`src/rtl/uart_reg_responder_pkg.sv`:
```
// Shared types and protocol constants for the UART register responder.
package uart_reg_responder_pkg;

    typedef enum logic [2:0] {
        IDLE,
        W_ADDR,
        W_DATA,
        R_ADDR,
        READ,
        RESP
    } state_t;

    localparam logic [7:0] CMD_WRITE = 8'h57;
    localparam logic [7:0] CMD_READ  = 8'h52;
    localparam logic [7:0] RESP_ACK  = 8'h06;
    localparam logic [7:0] RESP_NAK  = 8'h15;

    // An address byte is usable only if every bit above the bus width is zero.
    function automatic logic addr_in_range(input logic [7:0] addr, input int addr_bits);
        return (addr >> addr_bits) == 8'h00;
    endfunction

endpackage

```
`src/rtl/uart_reg_responder_if.sv`:
```
// Byte-stream handshakes plus register bus between responder and its environment.
interface uart_reg_responder_if #(
    parameter int ADDR_BITS = 4
);
    logic                 rx_valid;
    logic                 rx_ready;
    logic [7:0]           rx_bits;
    logic                 tx_valid;
    logic                 tx_ready;
    logic [7:0]           tx_bits;
    logic                 reg_write;
    logic                 reg_read;
    logic [ADDR_BITS-1:0] reg_address;
    logic [7:0]           reg_wdata;
    logic [7:0]           reg_rdata;

    modport master (
        input  rx_valid, rx_bits, tx_ready, reg_rdata,
        output rx_ready, tx_valid, tx_bits, reg_write, reg_read, reg_address, reg_wdata
    );

    modport slave (
        output rx_valid, rx_bits, tx_ready, reg_rdata,
        input  rx_ready, tx_valid, tx_bits, reg_write, reg_read, reg_address, reg_wdata
    );
endinterface

```
`src/rtl/uart_frame_timer.sv`:
```
// Inter-byte watchdog: counts enabled cycles and flags the last allowed one.
module uart_frame_timer #(
    parameter int TIMEOUT_CYCLES = 1000000
) (
    input  logic clock,
    input  logic reset,
    input  logic i_clear,
    input  logic i_enable,
    output logic o_expired
);
    localparam int CW = (TIMEOUT_CYCLES > 1) ? $clog2(TIMEOUT_CYCLES) : 1;
    localparam logic [CW-1:0] LAST = CW'((TIMEOUT_CYCLES > 0) ? TIMEOUT_CYCLES - 1 : 0);

    logic [CW-1:0] r_count;

    always_ff @(posedge clock or negedge reset) begin
        if (!reset) begin
            r_count <= '0;
        end else if (i_clear) begin
            r_count <= '0;
        end else if (i_enable) begin
            r_count <= r_count + 1'b1;
        end
    end

    // A zero limit disables expiry entirely.
    assign o_expired = (TIMEOUT_CYCLES != 0) && i_enable && (r_count == LAST);

endmodule

```
`src/rtl/uart_reg_responder.sv`:
```
// Parses 'W' addr data / 'R' addr byte frames into register-bus strobes and ACK/NAK/data replies.
module uart_reg_responder
    import uart_reg_responder_pkg::*;
#(
    parameter int ADDR_BITS      = 4,
    parameter int TIMEOUT_CYCLES = 1000000
) (
    input  logic                 clock,
    input  logic                 reset,
    uart_reg_responder_if.master bus,
    output logic                 busy,
    output logic                 frame_error
);
    state_t               r_state;
    logic                 r_rx_ready;
    logic                 r_tx_valid;
    logic [7:0]           r_tx_bits;
    logic                 r_reg_write;
    logic                 r_reg_read;
    logic [ADDR_BITS-1:0] r_reg_address;
    logic [7:0]           r_reg_wdata;
    logic [7:0]           r_addr;
    logic                 r_busy;
    logic                 r_frame_error;

    logic w_rx_fire;
    logic w_tx_fire;
    logic w_listen;
    logic w_expired;

    assign w_rx_fire = bus.rx_valid && r_rx_ready;
    assign w_tx_fire = r_tx_valid && bus.tx_ready;
    assign w_listen  = (r_state == W_ADDR) || (r_state == W_DATA) || (r_state == R_ADDR);

    uart_frame_timer #(
        .TIMEOUT_CYCLES(TIMEOUT_CYCLES)
    ) u_timer (
        .clock    (clock),
        .reset    (reset),
        .i_clear  (w_rx_fire || !w_listen),
        .i_enable (w_listen),
        .o_expired(w_expired)
    );

    always_ff @(posedge clock or negedge reset) begin
        if (!reset) begin
            r_state       <= IDLE;
            r_rx_ready    <= 1'b0;
            r_tx_valid    <= 1'b0;
            r_tx_bits     <= '0;
            r_reg_write   <= 1'b0;
            r_reg_read    <= 1'b0;
            r_reg_address <= '0;
            r_reg_wdata   <= '0;
            r_addr        <= '0;
            r_busy        <= 1'b0;
            r_frame_error <= 1'b0;
        end else begin
            r_reg_write   <= 1'b0;
            r_reg_read    <= 1'b0;
            r_frame_error <= 1'b0;
            case (r_state)
                IDLE: begin
                    // rx_ready is held low for the first cycle out of reset.
                    r_rx_ready <= 1'b1;
                    if (w_rx_fire) begin
                        r_busy <= 1'b1;
                        if (bus.rx_bits == CMD_WRITE) begin
                            r_state <= W_ADDR;
                        end else if (bus.rx_bits == CMD_READ) begin
                            r_state <= R_ADDR;
                        end else begin
                            r_state       <= RESP;
                            r_rx_ready    <= 1'b0;
                            r_tx_valid    <= 1'b1;
                            r_tx_bits     <= RESP_NAK;
                            r_frame_error <= 1'b1;
                        end
                    end
                end
                W_ADDR: begin
                    if (w_rx_fire) begin
                        r_addr  <= bus.rx_bits;
                        r_state <= W_DATA;
                    end else if (w_expired) begin
                        r_state       <= IDLE;
                        r_busy        <= 1'b0;
                        r_frame_error <= 1'b1;
                    end
                end
                W_DATA: begin
                    if (w_rx_fire) begin
                        r_state    <= RESP;
                        r_rx_ready <= 1'b0;
                        r_tx_valid <= 1'b1;
                        if (addr_in_range(r_addr, ADDR_BITS)) begin
                            r_reg_write   <= 1'b1;
                            r_reg_address <= r_addr[ADDR_BITS-1:0];
                            r_reg_wdata   <= bus.rx_bits;
                            r_tx_bits     <= RESP_ACK;
                        end else begin
                            r_tx_bits     <= RESP_NAK;
                            r_frame_error <= 1'b1;
                        end
                    end else if (w_expired) begin
                        r_state       <= IDLE;
                        r_busy        <= 1'b0;
                        r_frame_error <= 1'b1;
                    end
                end
                R_ADDR: begin
                    if (w_rx_fire) begin
                        r_rx_ready <= 1'b0;
                        if (addr_in_range(bus.rx_bits, ADDR_BITS)) begin
                            r_state       <= READ;
                            r_reg_read    <= 1'b1;
                            r_reg_address <= bus.rx_bits[ADDR_BITS-1:0];
                        end else begin
                            r_state       <= RESP;
                            r_tx_valid    <= 1'b1;
                            r_tx_bits     <= RESP_NAK;
                            r_frame_error <= 1'b1;
                        end
                    end else if (w_expired) begin
                        r_state       <= IDLE;
                        r_busy        <= 1'b0;
                        r_frame_error <= 1'b1;
                    end
                end
                READ: begin
                    r_state    <= RESP;
                    r_tx_valid <= 1'b1;
                    r_tx_bits  <= bus.reg_rdata;
                end
                RESP: begin
                    if (w_tx_fire) begin
                        r_state    <= IDLE;
                        r_tx_valid <= 1'b0;
                        r_rx_ready <= 1'b1;
                        r_busy     <= 1'b0;
                    end
                end
                default: begin
                    r_state    <= IDLE;
                    r_tx_valid <= 1'b0;
                    r_busy     <= 1'b0;
                end
            endcase
        end
    end

    assign bus.rx_ready    = r_rx_ready;
    assign bus.tx_valid    = r_tx_valid;
    assign bus.tx_bits     = r_tx_bits;
    assign bus.reg_write   = r_reg_write;
    assign bus.reg_read    = r_reg_read;
    assign bus.reg_address = r_reg_address;
    assign bus.reg_wdata   = r_reg_wdata;
    assign busy            = r_busy;
    assign frame_error     = r_frame_error;

endmodule

```
`src/flat_wrapper.sv`:
```
// flat-port wrapper written by rule: the top's interface ports become plain ports
module uart_reg_responder_flat import uart_reg_responder_pkg::*;
#(
    parameter int ADDR_BITS      = 4,
    parameter int TIMEOUT_CYCLES = 1000000
)
  (clock, reset, busy, frame_error, bus_rx_valid, bus_rx_bits, bus_tx_ready, bus_reg_rdata, bus_rx_ready, bus_tx_valid, bus_tx_bits, bus_reg_write, bus_reg_read, bus_reg_address, bus_reg_wdata);
  uart_reg_responder_if #(.ADDR_BITS(ADDR_BITS)) bus_i ();
  input  logic clock;
  input  logic reset;
  output logic busy;
  output logic frame_error;
  input wire logic [$bits(bus_i.rx_valid)-1:0] bus_rx_valid;
  input wire logic [$bits(bus_i.rx_bits)-1:0] bus_rx_bits;
  input wire logic [$bits(bus_i.tx_ready)-1:0] bus_tx_ready;
  input wire logic [$bits(bus_i.reg_rdata)-1:0] bus_reg_rdata;
  output wire logic [$bits(bus_i.rx_ready)-1:0] bus_rx_ready;
  output wire logic [$bits(bus_i.tx_valid)-1:0] bus_tx_valid;
  output wire logic [$bits(bus_i.tx_bits)-1:0] bus_tx_bits;
  output wire logic [$bits(bus_i.reg_write)-1:0] bus_reg_write;
  output wire logic [$bits(bus_i.reg_read)-1:0] bus_reg_read;
  output wire logic [$bits(bus_i.reg_address)-1:0] bus_reg_address;
  output wire logic [$bits(bus_i.reg_wdata)-1:0] bus_reg_wdata;
  assign bus_i.rx_valid = bus_rx_valid;
  assign bus_i.rx_bits = bus_rx_bits;
  assign bus_i.tx_ready = bus_tx_ready;
  assign bus_i.reg_rdata = bus_reg_rdata;
  assign bus_rx_ready = bus_i.rx_ready;
  assign bus_tx_valid = bus_i.tx_valid;
  assign bus_tx_bits = bus_i.tx_bits;
  assign bus_reg_write = bus_i.reg_write;
  assign bus_reg_read = bus_i.reg_read;
  assign bus_reg_address = bus_i.reg_address;
  assign bus_reg_wdata = bus_i.reg_wdata;
  uart_reg_responder #(.ADDR_BITS(ADDR_BITS), .TIMEOUT_CYCLES(TIMEOUT_CYCLES)) u_core (.clock(clock), .reset(reset), .bus(bus_i), .busy(busy), .frame_error(frame_error));
endmodule
```
`config.mk`:
```
export PLATFORM = sky130hd
export DESIGN_NAME = uart_reg_responder_flat
export DESIGN_NICKNAME = d
export VERILOG_FILES = /design/src/rtl/uart_reg_responder_pkg.sv /design/src/rtl/uart_reg_responder_if.sv /design/src/rtl/uart_frame_timer.sv /design/src/rtl/uart_reg_responder.sv /design/src/flat_wrapper.sv
export SDC_FILE = /design/constraint.sdc
export NUM_CORES = 1
export LEC_CHECK = 0
export CAP_MARGIN = 40
export CELL_PAD_IN_SITES_DETAIL_PLACEMENT = 0
export CELL_PAD_IN_SITES_GLOBAL_PLACEMENT = 1
export CORE_MARGIN = 4
export CORE_UTILIZATION = 44
export DETAILED_ROUTE_END_ITERATION = 12
export GPL_ROUTABILITY_DRIVEN = 0
export GPL_TIMING_DRIVEN = 1
export PLACE_DENSITY_LB_ADDON = 0.1
export SYNTH_ARGS = -nofsm -noshare
export SYNTH_HDL_FRONTEND = slang
export SYNTH_SLANG_ARGS = --single-unit
```
`constraint.sdc`:
```
create_clock -name clock -period 5.4 [get_ports clock]
set_input_delay 0.81 -clock clock [delete_from_list [all_inputs] [get_ports clock]]
set_output_delay 0.81 -clock clock [all_outputs]
set_load 0.05 [all_outputs]
```
==> qor.txt, run 1 <==
Peak Freq - 0.375 GHz
Synth top cells by count - 57 x dfrtp_1, 24 x mux2_2, 22 x nor2_1, 20 x a21oi_1, 12 x nand2_1
CTS Root Cell - clkbuf_8
CTS tree - built
final cell count without fillers - 386
synthesized area - 2770 sq um
run status - finished, final reports clean
Fin. Hold Viols - 0
initial antenna violation count - 0
Num CTS Buffers - 9
max-cap check violation count - 0
worst path arrival time - 2870 ps
Most Crowded Layer GR - met1
fin crit share - 0.493
clk_skew - 11.6 ps
Hold Buf Count CTS - 0
Total GRT Usage - 0.166
Clock transition at path regs - 60 ps
FF-to-FF End - u_core.r_addr[2]$_DFFE_PN0P_
Synth Flop Type - dfrtp_1
most common cell in the synthesized netlist - dfrtp_1
nets - 329
Initial DRT Pass Iterations - 4
post-route worst setup slack - 2740 ps
Ant. Diodes - 0
final setup fails - 0
met2 Use GR - 0.234
Seq/Total Area, Yosys - 0.515
die width - 87.3 um
met1 Usage GRT - 0.242
Mapped Cells - 261
worst hold path stage count - 1
Ys Warns - 0
Least-Margin Pin Slew - 845 ps
worst hold start - u_core.bus.tx_bits[1]$_DFFE_PN0P_
static leakage - 1.47 nW
Total Power - 0.000790 W
max_slew headroom - 0.437
hold endpoint - u_core.bus.tx_bits[1]$_DFFE_PN0P_
Detail Placement HPWL - 3970 um
number of synthesized flops with an enable pin - 0
via count - 2047
RSZ-0062 raised after global routing - false
total grt overflow - 0
worst vdd ir - 0.160 mV
Synth Area per Inst - 10.6 sq um
DRC - 0
worst-case reg-to-reg path depth - 3
FF+latch count, synth - 57
vias in the first global route - 2051
Tmin final - 2660 ps
Pwr per Cell Area - 229 nW/um^2
total negative slack - 0 ps
CTS H-Tree Depth - 3
Layout area overhead - 24.8%
share of cells above drive strength 1 - 0.151
setup bufs post-CTS - 0
Mapped Nets - 282
largest net degree at the start of global routing - 58
first-pass GRT wire length - 9940 um
Yosys top cell by area - dfrtp_1
IO Pins - 46
Sink Count - 57
top cells by area, synth - dfrtp_1 51%, mux2_2 9.8%, a21oi_1 3.6%, xnor2_1 3.2%, nor2_1 3.0%
routed len/inst - 15.1 um
num rows - 28
ys async rst share - 1.00
Synth cell types - 48
clk buf depth - 2
Core Area - 6030 sq um
Vias/cell - 5.30
Post-DRT Antenna Nets - 0
Max FO, Critical Path - 5
Slew Limit Fails - 0
Crit Path Category - in2reg
R2R setup slack - 3120 ps
RR Startpoint - u_core.r_state[0]$_DFFE_PN0P_
CP Launch Type - primary input
dpl ws - 2390 ps
Yosys top cell area share - 0.515
worst-skew pair later-pin latency - 320 ps
number of gates resized after cts - 0
Critical Path RT - 5600 ps
die area - 7630 sq um
dpl cells - 372
final wirelength - 5830 um
chip height - 87.3 um
Initial Util - 0.460
crit end category - flop
number of port buffers - 45
met3 usage - 0.0397
hold crit path type - reg2reg
initial drt markers - 157
==> report_power, final <==
part / internal [W] / switching, W / total, W
Combinational: 0.0000136 / 0.0000143 / 0.0000279
Clock: 0.000187 / 0.000148 / 0.000335
Sequential: 0.000427 / 0 / 0.000427
==> metrics by stage <==
stage	cell area (sq um)	util	hold WS [ps]
6_report	3460	0.574	483
5_1_grt	3460	0.574	510
4_1_cts	3460	0.574	482
3_5_place_dp	3290	0.547	468
3_3_place_gp	3280	0.544	463
2_1_floorplan	2770	-	455
==> per-layer routing <==
metal	part of all wire	vias up
met3	0.053	9
li1	-	1035
met1	0.49	960
met5	0	-
met4	0.015	0
met2	0.44	43
==> area by class of cell <==
cell class / count / area, sq um
clock buffers: 14 / 163
fillers: 543 / 2570
inverters: 11 / 41.3
multi-input cells: 182 / 1260
flip-flops and latches: 57 / 1430
well taps: 75 / 93.8
repair buffers: 47 / 468
==> sequential cells by signal, summed over array words and instances, names as in the netlist <==
register and flops:
u_core.bus.reg_write 1, u_core.bus.rx_ready 1, u_core.bus.reg_address 4, u_core.frame_error 1
u_core.u_timer.r_count 20, u_core.bus.tx_valid 1, u_core.bus.reg_wdata 8, u_core.bus.reg_read 1
u_core.bus.tx_bits 8, u_core.busy 1, u_core.r_state 3, u_core.r_addr 8
==> cells by family (layout without fill, tap and decap cells) <==
kind of cell               Yosys count  after routing  synth area share
AOI/OAI and AO/OA                   52             52             0.116
DFF                                 57             57             0.515
xor gates and xnor gates            11             11            0.0348
adders and majority gates            1              1           0.00452
and+or+nand+nor                     91             91             0.191
buffers and inverters               22             72            0.0303
muxes                               27             27             0.108
==> critical path: stages <==
cell and delay [ps]:
clkdlybuf4s50_1 460, nor4_1 710, mux2i_1 180, nor2_1 320, mux2_2 380
==> worst max-delay path by stage <==
stage	from	to	slack [ps]	cells past startpoint
after floorplan	bus_rx_bits[5]	u_core.bus.reg_address[0]$_DFFE_PN0P_	3220	4
after global placement	bus_rx_bits[5]	u_core.bus.reg_address[2]$_DFFE_PN0P_	2490	5
after detailed placement	bus_rx_bits[5]	u_core.bus.reg_address[1]$_DFFE_PN0P_	2390	5
after CTS	bus_rx_bits[5]	u_core.bus.reg_address[3]$_DFFE_PN0P_	2720	5
after global routing	bus_rx_bits[4]	u_core.bus.reg_address[3]$_DFFE_PN0P_	2560	5
final	bus_rx_bits[5]	u_core.bus.reg_address[3]$_DFFE_PN0P_	2740	5
==> layout by cell type (no fill, tap or decap), types with 2 or more instances in the layout <==
| cell type | n |
|---|---|
| mux2i_1 | 3 |
| or4_4 | 2 |
| nor4_1 | 3 |
| o22ai_1 | 2 |
| nor2_1 | 22 |
| a211oi_1 | 3 |
| dfrtp_1 | 57 |
| nor2b_1 | 4 |
| nand3_1 | 8 |
| nand3b_1 | 2 |
| o21ai_0 | 9 |
| a21oi_1 | 20 |
| clkbuf_8 | 11 |
| a22oi_1 | 4 |
| xnor2_1 | 10 |
| clkbuf_1 | 3 |
| nand4_1 | 6 |
| or4_1 | 2 |
| o2bb2ai_1 | 4 |
| nand2_1 | 12 |
| or3_2 | 2 |
| nand2b_1 | 5 |
| mux2_2 | 24 |
| nor3_1 | 8 |
| clkdlybuf4s50_1 | 44 |
| or3_1 | 5 |
| inv_1 | 11 |
Power figures use the tool's default switching activity.
==> run 2, diff against run 1 <==
--- a/config.mk
+++ b/config.mk
@@ -9,7 +9,7 @@
 export CELL_PAD_IN_SITES_DETAIL_PLACEMENT = 0
 export CELL_PAD_IN_SITES_GLOBAL_PLACEMENT = 1
 export CORE_MARGIN = 4
-export CORE_UTILIZATION = 44
+export CORE_UTILIZATION = 41
 export DETAILED_ROUTE_END_ITERATION = 12
 export GPL_ROUTABILITY_DRIVEN = 0
 export GPL_TIMING_DRIVEN = 1
==> constraint.sdc (replaced) <==
create_clock -name clock -period 2.67 [get_ports clock]
set_input_delay 0.4005 -clock clock [delete_from_list [all_inputs] [get_ports clock]]
set_output_delay 0.4005 -clock clock [all_outputs]
set_load 0.05 [all_outputs]
==> qor.txt, run 2 (synthesized netlist as in run 1, its figures left out) <==
Final Instance Area - 3500 sq um
CTS tree - built
share of cells above drive strength 1 - 0.172
Slew Limit Fails - 0
die width - 90.2 um
fin crit share - 0.773
initial antenna violation count - 0
CTS Root Cell - clkbuf_8
Total GRT Usage - 0.161
Peak Freq - 0.484 GHz
P_sw - 0.000360 W
worst vdd ir - 0.364 mV
first-pass GRT wire length - 10700 um
cells along the critical path - ha_1 -> nand3_4 -> or4_4 -> or4_1 -> a21oi_1
Pwr per Cell Area - 467 nW/um^2
dpl cells - 380
combinational fraction of design power - 0.036
clk_skew - 10.6 ps
Vias/cell - 5.41
num rows - 29
routed len/inst - 15.3 um
Clock transition at path regs - 70 ps
Tmin final - 2060 ps
nets - 335
Layout area overhead - 26.5%
worst path arrival time - 2320 ps
CP Buf/Inv Count - 0
max-cap check violation count - 0
Crit Path Category - reg2reg
total negative slack - 0 ps
Clk pwr share - 0.436
clk buf depth - 2
DRC - 0
Critical Path RT - 2930 ps
family with the most delay on the worst path - simple AND/OR/NAND/NOR gates
Initial DRT Pass Iterations - 4
most frequent cells in the layout - 57 x dfrtp_1, 44 x clkdlybuf4s50_1, 24 x mux2_2, 22 x nor2_1, 20 x a21oi_1
Num CTS Buffers - 9
die area - 8140 sq um
number of port buffers - 45
Core Util, Final - 0.542
Int Power - 0.00128 W
hold crit path type - in2async
vias in the first global route - 2246
Reg with most FFs - u_core.u_timer.r_count
max incr delay on CP - 600 ps
Ant. Diodes - 0
Largest register FFs - 20
crit end category - flop
sequential share of power - 0.528
static leakage - 1.50 nW
max_slew headroom - 0.601
R2R setup slack - 610 ps
CP Launch Type - flop
run status - finished, final reports clean
CTS H-Tree Depth - 3
worst-skew pair later-pin latency - 330 ps
Core Area - 6460 sq um
number of gates resized after cts - 0
via count - 2141
slowest CP cell - or4_4
Sink Count - 57
commonest non-fill, non-tap cell in the layout - dfrtp_1
RSZ-0062 raised after global routing - false
Hold Buf Count CTS - 0
initial drt markers - 106
Post-DRT Antenna Nets - 0
Initial Util - 0.429
setup bufs post-CTS - 0
Least-Margin Pin Slew - 599 ps
Detail Placement HPWL - 4340 um
chip height - 90.2 um
sw frac - 0.220
Fin. Hold Viols - 0
final cell count without fillers - 396
final setup fails - 0
final wirelength - 6050 um
total grt overflow - 0
IO Pins - 46
placed cell area - 3330 sq um
largest net degree at the start of global routing - 26
Max FO, Critical Path - 8
-- run 2: changes by cell type in the layout (fill, tap and decap cells not counted) --
cell / previous run / this run
buf_4: 1 / 8
clkinv_2: 0 / 3
buf_8: 1 / 0
clkbuf_1: 3 / 2
o21ai_1: 1 / 2
o21ai_2: 1 / 0
-- run 2: metal layers --
layer,GRT usage,up-vias,wire length [um]
li1,-,1050,-
met1,0.216,1039,2980
met2,0.248,42,2730
met3,0.0417,10,251
met4,0.0689,0,96
met5,0,-,0
-- run 2: area by class of cell --
| cell class | count | area, sq um |
|---|---|---|
| clock inverters | 3 | 15.0 |
| well taps | 77 | 96.3 |
| clock buffers | 13 | 159 |
| repair buffers | 53 | 505 |
| fillers | 593 | 2960 |
| flip-flops and latches | 57 | 1430 |
| multi-input cells | 182 | 1260 |
| inverters | 11 | 41.3 |
-- run 2: path summary, 6_finish.rpt --
check	from	to	depth (start not counted)
max in group asynchronous	reset	u_core.bus.tx_bits[4]$_DFFE_PN0P_	2
max reg2reg	u_core.u_timer.r_count[0]$_DFFE_PN0P_	u_core.u_timer.r_count[18]$_DFFE_PN0P_	5
max	u_core.u_timer.r_count[0]$_DFFE_PN0P_	u_core.u_timer.r_count[18]$_DFFE_PN0P_	5
min reg2reg	u_core.bus.tx_bits[1]$_DFFE_PN0P_	u_core.bus.tx_bits[1]$_DFFE_PN0P_	1
min in group clock	u_core.bus.tx_bits[1]$_DFFE_PN0P_	u_core.bus.tx_bits[1]$_DFFE_PN0P_	1
min	reset	u_core.u_timer.r_count[15]$_DFFE_PN0P_	1
-- run 2: power groups by stage --
stage | registers, W | clock network [W] | logic (W)
floorplan | 0.000880 | 0 | 0.00000502
global placement | 0.000880 | 0 | 0.0000601
detailed placement | 0.000880 | 0 | 0.0000603
CTS | 0.000864 | 0.000731 | 0.0000608
global route | 0.000863 | 0.000779 | 0.0000661
finish | 0.000864 | 0.000714 | 0.0000585
-- run 2: metrics by stage --
stage	worst slack, ps	total power, W	hold WS (ps)
2_1_floorplan	549	0.000885	105
3_3_place_gp	485	0.000940	427
3_5_place_dp	407	0.000940	434
4_1_cts	596	0.00166	79.5
5_1_grt	459	0.00171	106
6_report	605	0.00164	55.0
-- run 2: worst reg2reg max path, stage by stage (launching register included) --
cell and delay [ps]:
dfrtp_1 390, ha_1 250, nand3_4 140, or4_4 600
or4_1 480, a21oi_1 140
==> run 3, diff against run 2 <==
--- a/config.mk
+++ b/config.mk
@@ -9,7 +9,7 @@
 export CELL_PAD_IN_SITES_DETAIL_PLACEMENT = 0
 export CELL_PAD_IN_SITES_GLOBAL_PLACEMENT = 1
 export CORE_MARGIN = 4
-export CORE_UTILIZATION = 41
+export CORE_UTILIZATION = 37
 export DETAILED_ROUTE_END_ITERATION = 12
 export GPL_ROUTABILITY_DRIVEN = 0
 export GPL_TIMING_DRIVEN = 1
==> constraint.sdc (replaced) <==
create_clock -name clock -period 1.76 [get_ports clock]
set_input_delay 0.264 -clock clock [delete_from_list [all_inputs] [get_ports clock]]
set_output_delay 0.264 -clock clock [all_outputs]
set_load 0.05 [all_outputs]
==> qor.txt, run 3 (synthesized netlist as in run 1, its figures left out) <==
cells along the critical path - or4b_1 -> or4_4 -> nor4_4 -> o22ai_1
clk buf depth - 2
Final Instance Area - 3930 sq um
R2R setup slack - -100 ps
slowest CP cell - or4b_1
Total GRT Usage - 0.160
Fin. Hold Viols - 0
routed len/inst - 14.4 um
FF-to-FF End - u_core.r_state[0]$_DFFE_PN0P_
chip height - 94.5 um
Sink Count - 57
Least-Margin Pin Slew - 504 ps
largest net degree at the start of global routing - 24
first-pass GRT wire length - 11200 um
RR Startpoint - u_core.u_timer.r_count[6]$_DFFE_PN0P_
final wirelength - 6600 um
Max FO, Critical Path - 4
hold crit path type - in2async
Clock transition at path regs - 70 ps
worst path arrival time - 2070 ps
max-cap check violation count - 0
worst vdd ir - 0.314 mV
total negative slack - -526 ps
CTS tree - built
run status - complete, but fails checks
dpl ws - -183 ps
die width - 94.5 um
commonest non-fill, non-tap cell in the layout - buf_4
Ant. Diodes - 0
initial antenna violation count - 0
Largest register FFs - 20
worst-case reg-to-reg path depth - 4
Pwr per Cell Area - 663 nW/um^2
CTS H-Tree Depth - 3
IO Pins - 46
nets - 376
Slew Limit Fails - 0
Crit Path Category - reg2reg
Initial DRT Pass Iterations - 4
filler instances - 693
Post-DRT Antenna Nets - 0
initial drt markers - 52
CTS Root Cell - clkbuf_8
num rows - 31
static leakage - 1.78 nW
most frequent cells in the layout - 66 x buf_4, 56 x dfrtp_1, 24 x mux2_2, 22 x nor2_1, 20 x clkdlybuf4s50_1
Reg with most FFs - u_core.u_timer.r_count
Tmin final - 1860 ps
Peak Freq - 0.536 GHz
crit end category - flop
area occupied by multi-input gates - 1340 sq um
Layout area overhead - 41.7%
share of cells above drive strength 1 - 0.364
Critical Path RT - 1970 ps
DRC - 0
clk_skew - 7.36 ps
total grt overflow - 0
vias in the first global route - 2353
max_slew headroom - 0.663
Vias/cell - 4.99
CP Launch Type - flop
final setup fails - 7
Core Area - 7250 sq um
Num CTS Buffers - 9
Initial Util - 0.382
number of port buffers - 45
Fin Hold WS - 430 ps
RSZ-0062 raised after global routing - true
placed cell area - 3630 sq um
failing checks - setup timing
via count - 2289
max incr delay on CP - 520 ps
fin crit share - 1.06
worst-skew pair later-pin latency - 330 ps
Core Util, Final - 0.541
die area - 8930 sq um
Detail Placement HPWL - 4750 um
area taken by flip-flops and latches - 1430 sq um
post-route worst setup slack - -104 ps
[run 3: layout make-up]
cell class / instances / share of cell area
Sequential cell: 57 / 0.364
Clock inverter: 2 / 0.00255
Multi-Input combinational cell: 182 / 0.341
Tap cell: 99 / 0.0315
Timing Repair Buffer: 94 / 0.205
Clock buffer: 14 / 0.0465
Inverter: 11 / 0.0105
[run 3: worst max-delay path by stage]
stage / startpoint / endpoint / slack (ps)
2_1_floorplan: u_core.bus.rx_ready$_DFFE_PN0P_ / u_core.bus.reg_wdata[0]$_DFFE_PN0P_ / -50
3_3_place_gp: bus_rx_bits[5] / u_core.bus.reg_address[1]$_DFFE_PN0P_ / -240
3_5_place_dp: bus_rx_bits[5] / u_core.bus.reg_address[3]$_DFFE_PN0P_ / -180
4_1_cts: u_core.u_timer.r_count[6]$_DFFE_PN0P_ / u_core.r_state[1]$_DFFE_PN0P_ / -120
5_1_grt: u_core.u_timer.r_count[8]$_DFFE_PN0P_ / u_core.r_state[1]$_DFFE_PN0P_ / -170
6_report: u_core.u_timer.r_count[6]$_DFFE_PN0P_ / u_core.r_state[0]$_DFFE_PN0P_ / -100
[run 3: per-stage QoR]
| stage | instances | power [W] |
|---|---|---|
| after global placement | 438 | 0.00145 |
| after floorplan | 261 | 0.00134 |
| after detailed placement | 438 | 0.00145 |
| after CTS | 458 | 0.00265 |
| after global routing | 459 | 0.00271 |
| final | 459 | 0.00260 |
[run 3: metal layers]
metal	vias to the layer above	GRT usage	routed length [um]
li1	1133	-	-
met1	1101	0.211	3160
met2	44	0.252	3000
met3	11	0.0311	321
met4	0	0.0757	128
met5	-	0	0
[run 3: power by group]
| part | internal [W] | switching, W |
|---|---|---|
| logic | 0.0000642 | 0.0000507 |
| clock network | 0.000661 | 0.000516 |
| registers | 0.00131 | 0 |
| total | 0.00204 | 0.000567 |
[run 3: critical path, delay by kind of cell, from the launching register on]
family,cells,cell delay (ps)
flops,1,390
simple gates,3,1220
compound gates,1,120
[run 3: repair_timing]
item | 4_1_cts | 5_1_grt
hold endpoints to repair | 16 | 0
resized for setup | 4 | 11
setup buffers | 3 | 1
pin swaps | 6 | 10
setup endpoints to repair | 10 | 11
hold buffers | 1 | 0
